[src/rtl/vid2is_mc_control.sv]
// Multi-channel Vid2IS control/status register bank behind one Avalon-MM slave.
// Address is {channel, reg}; channel == NUM_CHANNELS selects the global page.
module vid2is_mc_control #(
  parameter int NUM_CHANNELS      = 2,
  parameter int USED_WORDS_WIDTH  = 15,
  parameter int STD_WIDTH         = 3,
  parameter int H_ACTIVE_PIXELS   = 1920,
  parameter int V_ACTIVE_LINES_F0 = 540,
  parameter int V_ACTIVE_LINES_F1 = 540,
  parameter int INTERLACED        = 1,
  parameter int CHW               = 4
) (
  input  logic                                   clk,
  input  logic                                   rst,
  input  logic [NUM_CHANNELS*USED_WORDS_WIDTH-1:0] usedw,
  input  logic [NUM_CHANNELS-1:0]                overflow_sticky,
  input  logic [NUM_CHANNELS-1:0]                is_output_enable,
  input  logic [NUM_CHANNELS-1:0]                update,
  input  logic [NUM_CHANNELS-1:0]                resolution_change,
  input  logic [NUM_CHANNELS-1:0]                stable,
  input  logic [NUM_CHANNELS-1:0]                interlaced,
  input  logic [NUM_CHANNELS-1:0]                resolution_valid,
  input  logic [NUM_CHANNELS*15-1:0]             active_sample_count,
  input  logic [NUM_CHANNELS*14-1:0]             active_line_count_f0,
  input  logic [NUM_CHANNELS*14-1:0]             active_line_count_f1,
  input  logic [NUM_CHANNELS*15-1:0]             total_sample_count,
  input  logic [NUM_CHANNELS*STD_WIDTH-1:0]      vid_std,
  input  logic [CHW+3:0]                         av_address,
  input  logic                                   av_read,
  input  logic                                   av_write,
  input  logic [15:0]                            av_writedata,
  output logic [15:0]                            av_readdata,
  output logic                                   av_readdatavalid,
  output logic [NUM_CHANNELS-1:0]                enable,
  output logic [NUM_CHANNELS-1:0]                clear_overflow_sticky,
  output logic [NUM_CHANNELS-1:0]                is_interlaced,
  output logic [NUM_CHANNELS*15-1:0]             is_active_sample_count,
  output logic [NUM_CHANNELS*14-1:0]             is_active_line_count_f0,
  output logic [NUM_CHANNELS*14-1:0]             is_active_line_count_f1,
  output logic                                   irq
);
  localparam int N = NUM_CHANNELS;

  logic [CHW-1:0] ch;
  logic [3:0]     rg;
  logic [3:0]     ctrl    [N];
  logic [3:0]     ctrl_nx [N];
  logic [7:0]     cnt     [N];
  logic [14:0]    cap_as  [N];
  logic [14:0]    cap_tot [N];
  logic [13:0]    cap_f0  [N];
  logic [13:0]    cap_f1  [N];
  logic [N-1:0]   cap_stable, cap_valid, cap_il;
  logic [N-1:0]   pend_chg, pend_stb, deferred, clr_ovf;
  logic [N-1:0]   upd_d, rc_d, upd_edge, rc_edge;
  logic [N-1:0]   wr_ch, cap_en, chg_set, stb_set;
  logic [15:0]    rdata;
  logic           unused_wdata;

  assign ch           = av_address[CHW+3:4];
  assign rg           = av_address[3:0];
  assign upd_edge     = update ^ upd_d;
  assign rc_edge      = resolution_change ^ rc_d;
  assign irq          = |(pend_chg | pend_stb);
  assign unused_wdata = ^av_writedata[15:5];

  always_comb begin
    ctrl_nx = ctrl;
    wr_ch   = '0;
    cap_en  = '0;
    chg_set = '0;
    stb_set = '0;
    for (int c = 0; c < N; c++) begin
      wr_ch[c] = av_write && (ch == CHW'(c));
      if (wr_ch[c] && rg == 4'd0) ctrl_nx[c] = av_writedata[3:0];
      // A deferred capture fires on the first cycle freeze is observed low.
      cap_en[c]  = !ctrl[c][3] && (upd_edge[c] || deferred[c]);
      chg_set[c] = rc_edge[c] && ctrl[c][1];
      stb_set[c] = cap_en[c] && ctrl[c][2] && (stable[c] != cap_stable[c]);
    end
  end

  always_ff @(posedge clk) begin
    upd_d <= update;
    rc_d  <= resolution_change;
    if (rst) begin
      pend_chg         <= '0;
      pend_stb         <= '0;
      deferred         <= '0;
      clr_ovf          <= '0;
      cap_stable       <= '0;
      cap_valid        <= '0;
      cap_il           <= {N{INTERLACED != 0}};
      av_readdata      <= '0;
      av_readdatavalid <= 1'b0;
      for (int c = 0; c < N; c++) begin
        ctrl[c]    <= '0;
        cnt[c]     <= '0;
        cap_as[c]  <= 15'(H_ACTIVE_PIXELS);
        cap_f0[c]  <= 14'(V_ACTIVE_LINES_F0);
        cap_f1[c]  <= (INTERLACED != 0) ? 14'(V_ACTIVE_LINES_F1) : 14'd0;
        cap_tot[c] <= '0;
      end
    end else begin
      av_readdatavalid <= av_read;
      if (av_read) av_readdata <= rdata;
      for (int c = 0; c < N; c++) begin
        ctrl[c] <= ctrl_nx[c];
        if (cap_en[c]) begin
          cap_as[c]     <= active_sample_count[c*15 +: 15];
          cap_f0[c]     <= active_line_count_f0[c*14 +: 14];
          cap_f1[c]     <= active_line_count_f1[c*14 +: 14];
          cap_tot[c]    <= total_sample_count[c*15 +: 15];
          cap_stable[c] <= stable[c];
          cap_valid[c]  <= resolution_valid[c];
          cap_il[c]     <= interlaced[c];
          deferred[c]   <= 1'b0;
        end else if (ctrl[c][3] && upd_edge[c]) begin
          deferred[c] <= 1'b1;
        end
        // Set wins over W1C; a cleared enable drops its pending bit.
        pend_chg[c] <= ctrl_nx[c][1] &&
                       (chg_set[c] || (pend_chg[c] && !(wr_ch[c] && rg == 4'd2 && av_writedata[1])));
        pend_stb[c] <= ctrl_nx[c][2] &&
                       (stb_set[c] || (pend_stb[c] && !(wr_ch[c] && rg == 4'd2 && av_writedata[2])));
        if (wr_ch[c] && rg == 4'd9)
          cnt[c] <= {7'd0, rc_edge[c]};
        else if (rc_edge[c] && cnt[c] != 8'hff)
          cnt[c] <= cnt[c] + 8'd1;
        clr_ovf[c] <= ((wr_ch[c] && rg == 4'd1 && av_writedata[4]) || clr_ovf[c]) && overflow_sticky[c];
      end
    end
  end

  always_comb begin
    enable                  = '0;
    is_active_sample_count  = '0;
    is_active_line_count_f0 = '0;
    is_active_line_count_f1 = '0;
    clear_overflow_sticky   = clr_ovf;
    is_interlaced           = cap_il;
    for (int c = 0; c < N; c++) begin
      enable[c]                        = ctrl[c][0];
      is_active_sample_count[c*15 +: 15]  = cap_as[c];
      is_active_line_count_f0[c*14 +: 14] = cap_f0[c];
      is_active_line_count_f1[c*14 +: 14] = cap_f1[c];
    end
  end

  always_comb begin
    rdata = '0;
    for (int c = 0; c < N; c++) begin
      if (ch == CHW'(c)) begin
        case (rg)
          4'd0:    rdata = {12'd0, ctrl[c]};
          4'd1:    rdata = {11'd0, overflow_sticky[c], cap_valid[c], cap_il[c], cap_stable[c], is_output_enable[c]};
          4'd2:    rdata = {13'd0, pend_stb[c], pend_chg[c], 1'b0};
          4'd3:    rdata = 16'(usedw[c*USED_WORDS_WIDTH +: USED_WORDS_WIDTH]);
          4'd4:    rdata = {1'b0, cap_as[c]};
          4'd5:    rdata = {2'd0, cap_f0[c]};
          4'd6:    rdata = {2'd0, cap_f1[c]};
          4'd7:    rdata = {1'b0, cap_tot[c]};
          4'd8:    rdata = 16'(vid_std[c*STD_WIDTH +: STD_WIDTH]);
          4'd9:    rdata = {8'd0, cnt[c]};
          default: rdata = '0;
        endcase
      end
    end
    if (ch == CHW'(N)) begin
      case (rg)
        4'd0:    rdata = 16'(pend_chg | pend_stb);
        4'd1:    rdata = 16'(N);
        default: rdata = '0;
      endcase
    end
  end
endmodule

[config.mk]
export PLATFORM = sky130hd
export DESIGN_NAME = vid2is_mc_control
export DESIGN_NICKNAME = d
export VERILOG_FILES = /design/src/rtl/vid2is_mc_control.sv
export SDC_FILE = /design/constraint.sdc
export NUM_CORES = 1
export LEC_CHECK = 0
export CORE_AREA = 5 5 138 140
export DETAILED_ROUTE_END_ITERATION = 16
export DIE_AREA = 0 0 143 145
export GPL_ROUTABILITY_DRIVEN = 0
export PLACE_DENSITY = 0.92
export SYNTH_ARGS = -nofsm -noshare
export SYNTH_HDL_FRONTEND = slang
export SYNTH_SLANG_ARGS = --single-unit
export TNS_END_PERCENT = 100
[constraint.sdc]
create_clock -name clk -period 6.9 [get_ports clk]
set_clock_uncertainty 0.2 [all_clocks]
set_input_delay 1.035 -clock clk [delete_from_list [all_inputs] [get_ports clk]]
set_output_delay 1.035 -clock clk [all_outputs]
set_load 0.03 [all_outputs]
==> results.txt <==
Status - finished, final reports clean
Vias in the first global route - 7181
DRC - 0
Clk pin slew, worst setup/hold paths - 70 ps
WHS Endpoint - av_readdata[10]
R2r startpoint - upd_d[1]
Setup bufs post-CTS - 0
Critical path type - in -> reg
Setup crit start - av_address[3]
Post-synth top flop - edfxtp_1
Clk_lat worst skew - 440 ps
Nets@finish - 1190
Non-filler cells, final - 1238
Via/cell ratio - 5.92
TritonCTS clock tree - yes
Cells after DPL - 1204
Setup TNS - 0 ps
Mapped Area - 8510 um^2
CP Launch Type - input pin
Initial Util - 0.480
Fin crit period - 3860 ps
Core Footprint - 17700 um^2
Setup-failing EPs final - 0
Die X - 143 um
I/O pin count - 304
Slew @ Worst Pin - 1280 ps
Root Buffer - clkbuf_16
Routed wire length - 29600 um
Max IR drop VDD - 0.000227 V
Final Hold Fails - 0
Die Ht - 145 um
Die ar. - 20700 um^2
Initial antenna violation count - 2
Leak Pwr - 4.45 nW
Cell taking the most area after synthesis - edfxtp_1
Fin util - 0.686
Syn Area/Cell - 11.8 um^2
Wire per inst - 23.9 um
Req. time, crit path - 7050 ps
Total clock sinks - 174
CP endpoint kind - flip-flop
DR vias - 7330
Worst EP arrival - 4010 ps
Post-synth top area share - 0.466
Hold_buf cts - 0
EDFF count, synth - 132
First-pass GRT wire length - 43600 um
Worst-case reg-to-reg path depth - 5
RSZ-0062 raised after global routing - no
Post-route clock period utilization - 0.560
Area delta synth->final - 42.8%
Hold Path Class - reg -> reg
YS warnings - 0
Hold Crit Depth - 1
Slew margin rel. - 0.139
Hold Path Origin - av_readdata[10]
Post-synth cell types - 69
Largest net degree at the start of global routing - 77
Site row count - 49
Detailed Route Iter0 Violations - 880
Syn Nets - 916
Remaining antenna violation count - 0
Port-buffer cells - 291
Total track usage - 0.279
Synth Instances - 720
Post-CTS sizing - 0
Dpl hpwl - 22100 um
Slew Limit Fails - 0
Part of the Yosys area used for sequential elements - 0.565
Clk buf depth - 2
CTS H-tree lvls - 4
Worst R2R Setup Slack - 4290 ps
Layout cells sized above 1 - 0.0804
Num CTS Buffers - 17
Drt pass-1 iters - 6
Pwr dens - 232 nW/um^2
FF+latch count, synth - 174
Critical Path Fanout Max - 29
Fmax - 259 MHz
Worst r2r dst - cap_tot[0][24]
Total grt overflow - 0
Max-cap violations - 0
Top cells by area, synth - edfxtp_1 (47%), dfxtp_1 (9.9%), and2_1 (7.4%), mux2i_1 (3.8%), nand2b_1 (2.4%)
Async S/R FF share, synth - 0
[state kept, by name, summed over array words and instances, names as in the netlist, 6 cells and up]
signal,cells
av_readdata,15
cap_f0,28
cap_as,30
cap_tot,30
ctrl,6
cap_f1,28
cnt,16
[routing by layer]
metal / vias to the layer above / track usage / routed length (um)
met2: 501 / 0.445 / 14300
met5: - / 0 / 0
met1: 3510 / 0.361 / 10900
met3: 85 / 0.0806 / 3350
met4: 0 / 0.105 / 1090
li1: 3234 / - / -
[where the power goes]
part	switching (mW)	total [mW]	internal [mW]
logic	0.295	0.550	0.255
clock network	0.445	0.991	0.547
registers	0.0565	1.28	1.23
total	0.796	2.82	2.03
[worst max path at each step]
| stage | end | slack [ps] | cells past startpoint |
|---|---|---|---|
| finish | av_readdata[6] | 3040 | 7 |
| global route | av_readdata[5] | 2910 | 7 |
| CTS | av_readdata[6] | 3200 | 7 |
| detailed placement | av_readdata[6] | 2770 | 7 |
| global placement | av_readdata[6] | 2840 | 7 |
| floorplan | cap_as[0][0] | 3340 | 5 |
[cells by family after synthesis]
group,after synthesis,synth area share
flip-flops,174,0.565
AO/OA/AOI/OAI,132,0.117
AND/OR/NAND/NOR,285,0.193
multiplexers,52,0.0707
other,1,0.000441
adder cells (fa/ha/maj),2,0.00294
buffers and inverters,56,0.0331
XOR/XNOR,18,0.0185
[worst max-delay path, stage by stage]
cell and delay [ps]:
clkdlybuf4s50_1 720, buf_4 390, nor2b_1 960, and2_1 360, a222oi_1 180, a21boi_0 160, o221ai_1 190
[synth_stat cells (3+ instances only)]
cell / instances
a211o_1: 3
a211oi_1: 6
a21boi_0: 3
a21oi_1: 12
a221o_1: 7
a221oi_1: 3
a222oi_1: 5
a22o_1: 10
a22oi_1: 19
a31oi_1: 10
a32o_1: 7
a32oi_1: 3
and2_1: 100
and3_1: 11
and3b_1: 3
buf_2: 17
buf_4: 8
clkbuf_1: 17
clkbuf_2: 4
dfxtp_1: 42
edfxtp_1: 132
inv_1: 8
mux2_2: 15
mux2i_1: 32
mux4_2: 5
nand2_1: 26
nand2b_1: 32
nand3_1: 16
nand3b_1: 3
nor2_1: 45
nor2b_1: 11
nor3_1: 9
nor3b_1: 4
nor4_1: 4
o21ai_0: 15
o21ai_1: 3
o221ai_1: 4
o22ai_1: 5
or2_2: 5
or3_1: 3
xnor2_1: 4
xor2_1: 14
[layout by cell type (no fill, tap or decap), types with 8 or more instances in the layout]
cell and n:
a22o_1 10, a31oi_1 10, edfxtp_1 132, clkdlybuf4s50_1 289
nand2_1 26, inv_1 8, mux2i_1 32, and2_1 100
o21ai_0 15, and3_1 11, a21oi_1 12, nand2b_1 30
buf_4 12, clkbuf_16 17, a22oi_1 19, nor2_1 45
nor2b_1 11, xor2_1 14, nand3_1 16, dfxtp_1 42
mux2_2 15, nor3_1 9
[metrics by stage]
| stage | hold slack, ps | power [mW] | setup slack [ps] | area [um^2] |
|---|---|---|---|---|
| finish | 266 | 2.82 | 3040 | 12200 |
| global route | 280 | 2.91 | 2910 | 12200 |
| CTS | 270 | 2.82 | 3200 | 12100 |
| detailed placement | 255 | 1.85 | 2770 | 11500 |
| global placement | 247 | 1.83 | 2840 | 11500 |
| floorplan | 252 | 1.56 | 3340 | 8510 |
[cell type report]
class | count | area (um^2)
flip-flops and latches | 174 | 4800
inverters | 8 | 30.0
well taps | 229 | 287
fillers | 1196 | 5570
repair buffers | 303 | 2990
multi-input cells | 490 | 3430
clock buffers | 17 | 425
diodes | 2 | 5.00
clock inverters | 15 | 179
Power figures use the tool's default switching activity.
